--- config.mk ---
export PLATFORM = sky130hd
export DESIGN_NAME = fp32_mul_pipe_flat
export DESIGN_NICKNAME = d
export VERILOG_FILES = /design/src/rtl/fp32_mul_pipe_if.sv /design/src/rtl/fp32_mul_pipe.sv /design/src/flat_wrapper.sv
export SDC_FILE = /design/constraint.sdc
export NUM_CORES = 2
export LEC_CHECK = 0
export CAP_MARGIN = 25
export CORE_MARGIN = 8
export CORE_UTILIZATION = 59
export CTS_BUF_LIST = sky130_fd_sc_hd__clkbuf_16
export DETAILED_ROUTE_END_ITERATION = 7
export PLACE_DENSITY = 0.74
export SYNTH_ARGS = -nofsm -noshare
export SYNTH_HDL_FRONTEND = slang
export SYNTH_SLANG_ARGS = --single-unit
--- constraint.sdc ---
create_clock -name I_Clk -period 9.5 [get_ports I_Clk]
set_input_delay 1.9 -clock I_Clk [delete_from_list [all_inputs] [get_ports I_Clk]]
set_output_delay 1.9 -clock I_Clk [all_outputs]
set_load 0.02 [all_outputs]
--- src/rtl/fp32_mul_pipe_if.sv ---
// rtl/fp32_mul_pipe_if.sv - operand/result bundle for the pipelined binary32 multiplier
interface fp32_mul_pipe_if;
    logic        I_Valid;
    logic [31:0] I_A;
    logic [31:0] I_B;
    logic        I_Stall;
    logic        I_Flush;
    logic        O_Valid;
    logic [31:0] O_Result;
    logic [3:0]  O_Flags;

    modport master (
        output I_Valid, I_A, I_B, I_Stall, I_Flush,
        input  O_Valid, O_Result, O_Flags
    );

    modport slave (
        input  I_Valid, I_A, I_B, I_Stall, I_Flush,
        output O_Valid, O_Result, O_Flags
    );
endinterface

--- src/rtl/fp32_mul_pipe.sv ---
// rtl/fp32_mul_pipe.sv - 3-stage binary32 multiplier, RNE, DAZ/FTZ, stall/flush, optional output stages
module fp32_mul_pipe #(
    parameter int EXTRA_OUT_STAGES = 0
) (
    input  logic          I_Clk,
    input  logic          I_nReset,
    fp32_mul_pipe_if.slave bus
);
    // Stage 1: unpack and classify
    logic [7:0]  a_exp, b_exp;
    logic [22:0] a_frac, b_frac;
    logic        a_zero, b_zero, a_inf, b_inf, a_nan, b_nan, a_snan, b_snan;
    logic        s1_valid_q, s2_valid_q, s3_valid_q;
    logic        s1_sign_q, s1_sign_d;
    logic signed [9:0] s1_exp_q, s1_exp_d;
    logic [23:0] s1_ma_q, s1_ma_d, s1_mb_q, s1_mb_d;
    logic        s1_spec_q, s1_spec_d;
    logic [31:0] s1_spec_res_q, s1_spec_res_d;
    logic [3:0]  s1_spec_flg_q, s1_spec_flg_d;

    // Stage 2: significand product
    logic        s2_sign_q;
    logic signed [9:0] s2_exp_q;
    logic [47:0] s2_prod_q, s2_prod_d;
    logic        s2_spec_q;
    logic [31:0] s2_spec_res_q;
    logic [3:0]  s2_spec_flg_q;

    // Stage 3: normalize, round, pack
    logic [31:0] s3_res_q, s3_res_d;
    logic [3:0]  s3_flg_q, s3_flg_d;
    logic [23:0] mant;
    logic [24:0] mant_r;
    logic        guard, sticky, round_up;
    logic signed [9:0] exp_n, exp_r;

    assign a_exp  = bus.I_A[30:23];
    assign b_exp  = bus.I_B[30:23];
    assign a_frac = bus.I_A[22:0];
    assign b_frac = bus.I_B[22:0];

    // Classify operands (denormals count as zero) and resolve special results early
    always_comb begin
        a_zero = (a_exp == 8'd0);
        b_zero = (b_exp == 8'd0);
        a_inf  = (a_exp == 8'hFF) && (a_frac == 23'd0);
        b_inf  = (b_exp == 8'hFF) && (b_frac == 23'd0);
        a_nan  = (a_exp == 8'hFF) && (a_frac != 23'd0);
        b_nan  = (b_exp == 8'hFF) && (b_frac != 23'd0);
        a_snan = a_nan && !a_frac[22];
        b_snan = b_nan && !b_frac[22];
        s1_sign_d     = bus.I_A[31] ^ bus.I_B[31];
        s1_exp_d      = $signed({2'b00, a_exp}) + $signed({2'b00, b_exp}) - 10'sd127;
        s1_ma_d       = {1'b1, a_frac};
        s1_mb_d       = {1'b1, b_frac};
        s1_spec_d     = 1'b0;
        s1_spec_res_d = 32'd0;
        s1_spec_flg_d = 4'd0;
        if (a_nan || b_nan || (a_zero && b_inf) || (a_inf && b_zero)) begin
            s1_spec_d     = 1'b1;
            s1_spec_res_d = 32'h7FC0_0000;
            s1_spec_flg_d = {(a_snan || b_snan || (a_zero && b_inf) || (a_inf && b_zero)), 3'b000};
        end else if (a_inf || b_inf) begin
            s1_spec_d     = 1'b1;
            s1_spec_res_d = {s1_sign_d, 8'hFF, 23'd0};
        end else if (a_zero || b_zero) begin
            s1_spec_d     = 1'b1;
            s1_spec_res_d = {s1_sign_d, 31'd0};
        end
    end

    // Full-width significand product
    always_comb begin
        s2_prod_d = {24'd0, s1_ma_q} * {24'd0, s1_mb_q};
    end

    // Normalize by at most one place, round to nearest even, then saturate to inf or flush to zero
    always_comb begin
        if (s2_prod_q[47]) begin
            mant   = s2_prod_q[47:24];
            guard  = s2_prod_q[23];
            sticky = |s2_prod_q[22:0];
            exp_n  = s2_exp_q + 10'sd1;
        end else begin
            mant   = s2_prod_q[46:23];
            guard  = s2_prod_q[22];
            sticky = |s2_prod_q[21:0];
            exp_n  = s2_exp_q;
        end
        round_up = guard && (sticky || mant[0]);
        mant_r   = {1'b0, mant} + {24'd0, round_up};
        exp_r    = exp_n + $signed({9'd0, mant_r[24]});
        if (s2_spec_q) begin
            s3_res_d = s2_spec_res_q;
            s3_flg_d = s2_spec_flg_q;
        end else if (exp_n <= 10'sd0) begin
            s3_res_d = {s2_sign_q, 31'd0};
            s3_flg_d = 4'b0011;
        end else if (exp_r >= 10'sd255) begin
            s3_res_d = {s2_sign_q, 8'hFF, 23'd0};
            s3_flg_d = 4'b0101;
        end else begin
            s3_res_d = {s2_sign_q, exp_r[7:0], (mant_r[24] ? mant_r[23:1] : mant_r[22:0])};
            s3_flg_d = {3'b000, (guard || sticky)};
        end
    end

    // Valid bits: flush clears (and beats stall), stall holds, otherwise advance
    always_ff @(posedge I_Clk or negedge I_nReset) begin
        if (!I_nReset) begin
            s1_valid_q <= 1'b0;
            s2_valid_q <= 1'b0;
            s3_valid_q <= 1'b0;
        end else if (bus.I_Flush) begin
            s1_valid_q <= 1'b0;
            s2_valid_q <= 1'b0;
            s3_valid_q <= 1'b0;
        end else if (!bus.I_Stall) begin
            s1_valid_q <= bus.I_Valid;
            s2_valid_q <= s1_valid_q;
            s3_valid_q <= s2_valid_q;
        end
    end

    // Data registers of all three stages advance together whenever not stalled
    always_ff @(posedge I_Clk or negedge I_nReset) begin
        if (!I_nReset) begin
            s1_sign_q     <= 1'b0;
            s1_exp_q      <= '0;
            s1_ma_q       <= '0;
            s1_mb_q       <= '0;
            s1_spec_q     <= 1'b0;
            s1_spec_res_q <= '0;
            s1_spec_flg_q <= '0;
            s2_sign_q     <= 1'b0;
            s2_exp_q      <= '0;
            s2_prod_q     <= '0;
            s2_spec_q     <= 1'b0;
            s2_spec_res_q <= '0;
            s2_spec_flg_q <= '0;
            s3_res_q      <= '0;
            s3_flg_q      <= '0;
        end else if (!bus.I_Stall) begin
            s1_sign_q     <= s1_sign_d;
            s1_exp_q      <= s1_exp_d;
            s1_ma_q       <= s1_ma_d;
            s1_mb_q       <= s1_mb_d;
            s1_spec_q     <= s1_spec_d;
            s1_spec_res_q <= s1_spec_res_d;
            s1_spec_flg_q <= s1_spec_flg_d;
            s2_sign_q     <= s1_sign_q;
            s2_exp_q      <= s1_exp_q;
            s2_prod_q     <= s2_prod_d;
            s2_spec_q     <= s1_spec_q;
            s2_spec_res_q <= s1_spec_res_q;
            s2_spec_flg_q <= s1_spec_flg_q;
            s3_res_q      <= s3_res_d;
            s3_flg_q      <= s3_flg_d;
        end
    end

    generate
        if (EXTRA_OUT_STAGES > 0) begin : g_extra
            localparam int N = EXTRA_OUT_STAGES;
            logic [N-1:0]       x_valid_q;
            logic [N-1:0][31:0] x_res_q;
            logic [N-1:0][3:0]  x_flg_q;
            logic [N:0]         chain_valid;
            logic [N:0][31:0]   chain_res;
            logic [N:0][3:0]    chain_flg;

            assign chain_valid = {x_valid_q, s3_valid_q};
            assign chain_res   = {x_res_q, s3_res_q};
            assign chain_flg   = {x_flg_q, s3_flg_q};

            // Plain delay stages behind stage 3, same stall/flush rules
            always_ff @(posedge I_Clk or negedge I_nReset) begin
                if (!I_nReset) begin
                    x_valid_q <= '0;
                    x_res_q   <= '0;
                    x_flg_q   <= '0;
                end else begin
                    if (bus.I_Flush) begin
                        x_valid_q <= '0;
                    end else if (!bus.I_Stall) begin
                        x_valid_q <= chain_valid[N-1:0];
                    end
                    if (!bus.I_Stall) begin
                        x_res_q <= chain_res[N-1:0];
                        x_flg_q <= chain_flg[N-1:0];
                    end
                end
            end

            assign bus.O_Valid  = chain_valid[N];
            assign bus.O_Result = chain_res[N];
            assign bus.O_Flags  = chain_flg[N];
        end else begin : g_direct
            assign bus.O_Valid  = s3_valid_q;
            assign bus.O_Result = s3_res_q;
            assign bus.O_Flags  = s3_flg_q;
        end
    endgenerate
endmodule

--- src/flat_wrapper.sv ---
// flat-port wrapper written by rule: the top's interface ports become plain ports
module fp32_mul_pipe_flat 
#(
    parameter int EXTRA_OUT_STAGES = 0
)
  (I_Clk, I_nReset, bus_I_Valid, bus_I_A, bus_I_B, bus_I_Stall, bus_I_Flush, bus_O_Valid, bus_O_Result, bus_O_Flags);
  fp32_mul_pipe_if bus_i ();
  input  logic I_Clk;
  input  logic I_nReset;
  input wire logic [$bits(bus_i.I_Valid)-1:0] bus_I_Valid;
  input wire logic [$bits(bus_i.I_A)-1:0] bus_I_A;
  input wire logic [$bits(bus_i.I_B)-1:0] bus_I_B;
  input wire logic [$bits(bus_i.I_Stall)-1:0] bus_I_Stall;
  input wire logic [$bits(bus_i.I_Flush)-1:0] bus_I_Flush;
  output wire logic [$bits(bus_i.O_Valid)-1:0] bus_O_Valid;
  output wire logic [$bits(bus_i.O_Result)-1:0] bus_O_Result;
  output wire logic [$bits(bus_i.O_Flags)-1:0] bus_O_Flags;
  assign bus_i.I_Valid = bus_I_Valid;
  assign bus_i.I_A = bus_I_A;
  assign bus_i.I_B = bus_I_B;
  assign bus_i.I_Stall = bus_I_Stall;
  assign bus_i.I_Flush = bus_I_Flush;
  assign bus_O_Valid = bus_i.O_Valid;
  assign bus_O_Result = bus_i.O_Result;
  assign bus_O_Flags = bus_i.O_Flags;
  fp32_mul_pipe #(.EXTRA_OUT_STAGES(EXTRA_OUT_STAGES)) u_core (.I_Clk(I_Clk), .I_nReset(I_nReset), .bus(bus_i));
endmodule
==> results.sh <==
export IMPL_synth_top_cells_by_area="fa_1 (36%), dfrtp_1 (15%), ha_1 (8.6%)"
export IMPL_fillers=3703
export IMPL_synth_common_cells="inv_1 (578), fa_1 (483), nand2_1 (407)"
export IMPL_slew_viol_final=0
export IMPL_num_rows=78
export IMPL_drv_cap=0
export IMPL_fin_skew_ns=0.0142
export IMPL_synthSimpleGateAreaFrac_pct=16.9
export IMPL_grt_use_total_pct=27.6
export IMPL_arrival_ns=8.21
export IMPL_synthCells=2948
export IMPL_ys_warnings_count=0
export IMPL_dieArea_mm2=0.0532
export IMPL_critPathMaxStageDelay_ns=1.06
export IMPL_syn_to_final_growth_pct=8.49
export IMPL_gp_congestion=0.928
export IMPL_synth_adder_area_share_pct=44.2
export IMPL_path_buf_inv=6
export IMPL_synthMuxAreaShare_pct=3.76
export IMPL_synth_most_common_cell="inv_1"
export IMPL_ctsLongestPathBuffers=2
export IMPL_wl_per_cell_um=20.0
export IMPL_clkSinkCount=166
export IMPL_critPathRequiredTime_ns=9.83
export IMPL_synth_xor_area_share_pct=2.98
export IMPL_path_clk_slew_ns=0.08
export IMPL_synth_cell_types=77
export IMPL_status="finished with violations"
export IMPL_die_w_um=231
export IMPL_clk_latency_ns=0.46
export IMPL_wirelength_um=71500
export IMPL_worstSetupPathType="reg2reg"
export IMPL_period_minus_slack_ns=7.88
export IMPL_drc=10
export IMPL_ctsResizeCount=0
export IMPL_cp_top_family="adder cells"
export IMPL_syn_nets=3688
export IMPL_cts_root_buf="clkbuf_16"
export IMPL_fmax_mhz=127
export IMPL_antenna_found_initial=1
export IMPL_cts_setup_buffers=0
export IMPL_hold_slack_ns=0.485
export IMPL_cts_made_buffers=17
export IMPL_dpl_cell_count=3534
export IMPL_grt_ovfl_total=0
export IMPL_layout_nets=3704
export IMPL_yosysSeqAreaShare_pct=15.3
export IMPL_avgSynthCellArea_um2=9.23
export IMPL_ios=106
export IMPL_period_share_pct=83.0
export IMPL_crit_chain="and2_1 -> fa_1 -> fa_1 -> inv_1 -> fa_1 -> inv_1 -> fa_1 -> inv_1 -> fa_1 -> inv_1 -> fa_1 -> inv_1 -> fa_1 -> inv_1 -> ha_1 -> a2111oi_0 -> o21ai_0 -> a22oi_1 -> a31o_2 -> a21oi_1 -> a31o_2 -> a31oi_1 -> and3_1 -> nor3_1"
export IMPL_drt_iter0_drc=1370
export IMPL_syn_area_mm2=0.0272
export IMPL_port_buffers=105
export IMPL_layoutNonFillerInstCount=3579
export IMPL_die_h_um=231
export IMPL_core_area_mm2=0.0455
export IMPL_synth_top_cell_by_area="fa_1"
export IMPL_grt_pass1_wl_um=117000
export IMPL_start_util_pct=59.8
export IMPL_vias=20600
export IMPL_synth_top_family_by_area="adder cells"
export IMPL_cts_hold_buf=0
export IMPL_rsz0062_at_grt="false"
export IMPL_critPathLaunchType="flop"
export IMPL_dpl_hpwl_um=55200
export IMPL_tns_ns=0
export IMPL_cp_end_kind="flop"
export IMPL_grt_max_degree=112
export IMPL_firstDrtPassIters=8
export IMPL_failed_checks="DRC"
export IMPL_worstMarginPinSlew_ns=1.15
export IMPL_grt_pass1_vias=22200
export IMPL_synth_compound_area_share_pct=6.87
export IMPL_critPathMaxFanout=25
export IMPL_final_hold_viol_count=0
export IMPL_max_slew_margin_pct=23.3
export IMPL_cts_tree="yes"
export IMPL_crit_path_frequent_cell="fa_1"
export IMPL_dpl_cell_area_mm2=0.0287
export IMPL_design_area_mm2=0.0295
export IMPL_viasPerCell=5.74
export IMPL_synth_seq_cells=166
export IMPL_antenna_left=0
export IMPL_setup_violations=0
export IMPL_synth_edf_count=0
export IMPL_synthArstFlopShare_pct=100
export IMPL_h_tree_depth=4
export IMPL_multiInputGateArea_mm2=0.0203
export IMPL_critical_path_slowest_cell="dfrtp_1"
export IMPL_netlist_area_leader_share_pct=35.5
export IMPL_worstHoldPathType="reg2reg"
export IMPL_synth_top_flop_cell="dfrtp_1"
export IMPL_drive_gt1_share_pct=5.68
export IMPL_ff_latch_area_mm2=0.00416
cells in the final DEF, fill, tap and decap left out, types with 11 or more instances in the layout:
cell / Yosys / routed
nor4_1: 19 / 19
clkdlybuf4s50_1: 0 / 103
ha_1: 188 / 188
mux2i_1: 19 / 19
buf_4: 2 / 26
fa_1: 483 / 483
nand4_1: 20 / 20
nor2b_1: 11 / 11
nand3_1: 23 / 23
o21ai_0: 91 / 91
and2_1: 310 / 310
xnor2_1: 47 / 47
inv_1: 578 / 578
a21o_1: 29 / 29
dfrtp_1: 166 / 165
a22o_1: 11 / 11
mux2_2: 74 / 74
nor3_1: 18 / 18
and3_1: 15 / 15
a21oi_1: 65 / 65
clkbuf_16: 0 / 17
xor2_1: 41 / 41
nor2_1: 50 / 50
nand2_1: 407 / 407
path summary, 6_finish.rpt:
path                                    start              endpoint  slack [ns]  cells after the start
max                         u_core.s1_mb_q[6]  u_core.s2_prod_q[43]        1.62                     24
min                        u_core.s1_exp_q[3]    u_core.s1_exp_q[3]        0.49                      2
max reg2reg                 u_core.s1_mb_q[6]  u_core.s2_prod_q[43]        1.62                     24
min reg2reg                u_core.s1_exp_q[3]    u_core.s1_exp_q[3]        0.49                      2
max in group asynchronous            I_nReset  u_core.s2_prod_q[47]        6.75                      3
min in group asynchronous            I_nReset    u_core.s2_exp_q[8]        1.24                      1
logic make-up (layout without fill, tap and decap cells):
kind of cell | Yosys count | after routing
AND/OR/NAND/NOR | 913 | 913
XOR/XNOR | 90 | 90
adder cells (fa/ha/maj) | 671 | 671
flip-flops | 166 | 166
AO/OA/AOI/OAI | 291 | 291
other | 0 | 2
multiplexers | 93 | 93
buffers and inverters | 724 | 753
per-layer routing:
metal,GRT usage [%],routed length [µm],vias to the layer above
met5,0,0,-
met4,12.1,3050,0
met3,4.30,4380,163
met2,47.5,36300,794
met1,34.2,27700,10500
li1,-,-,9091
registers in the layout (all words and copies together), names as in the netlist:
| name | flops |
|---|---|
| u_core.bus.O_Result | 32 |
| u_core.bus.O_Flags | 4 |
| u_core.s2_exp_q | 10 |
| u_core.s2_prod_q | 48 |
| u_core.s1_spec_res_q | 3 |
| u_core.s1_exp_q | 10 |
| u_core.s1_spec_q | 1 |
| u_core.bus.O_Valid | 1 |
| u_core.s2_spec_flg_q | 1 |
| u_core.s2_sign_q | 1 |
| u_core.s2_valid_q | 1 |
| u_core.s1_sign_q | 1 |
| u_core.s2_spec_q | 1 |
| u_core.s1_valid_q | 1 |
| u_core.s1_spec_flg_q | 1 |
| u_core.s1_mb_q | 24 |
| u_core.s1_ma_q | 23 |
| u_core.s2_spec_res_q | 3 |
per-stage QoR:
stage	utilization (%)	worst slack, ns
after floorplan	-	2.65
after global placement	63.0	1.97
after detailed placement	63.0	1.67
after CTS	64.4	1.70
after global routing	64.9	1.18
final	64.9	1.62
final cells by class:
class / instances / share of cell area, %
multi-input combinational: 2058 / 68.8
sequential: 166 / 14.1
inverter: 578 / 7.35
timing repair buffer: 143 / 5.08
tap: 600 / 2.54
clock buffer: 17 / 1.44
clock inverter: 15 / 0.657
antenna: 2 / 0.0170
worst reg2reg max path, stage by stage (launching register included):
cell and delay, ns:
dfrtp_1 1.06, and2_1 0.30, fa_1 0.43, fa_1 0.52, inv_1 0.05, fa_1 0.48, inv_1 0.05, fa_1 0.50
inv_1 0.06, fa_1 0.53, inv_1 0.05, fa_1 0.48, inv_1 0.05, fa_1 0.55, inv_1 0.06, ha_1 0.38
a2111oi_0 0.47, o21ai_0 0.19, a22oi_1 0.23, a31o_2 0.24, a21oi_1 0.15, a31o_2 0.31, a31oi_1 0.37, and3_1 0.22
nor3_1 0.05
Power is not shown: default switching activity piles up to over one toggle a cycle in this logic, so the estimate is an artifact.
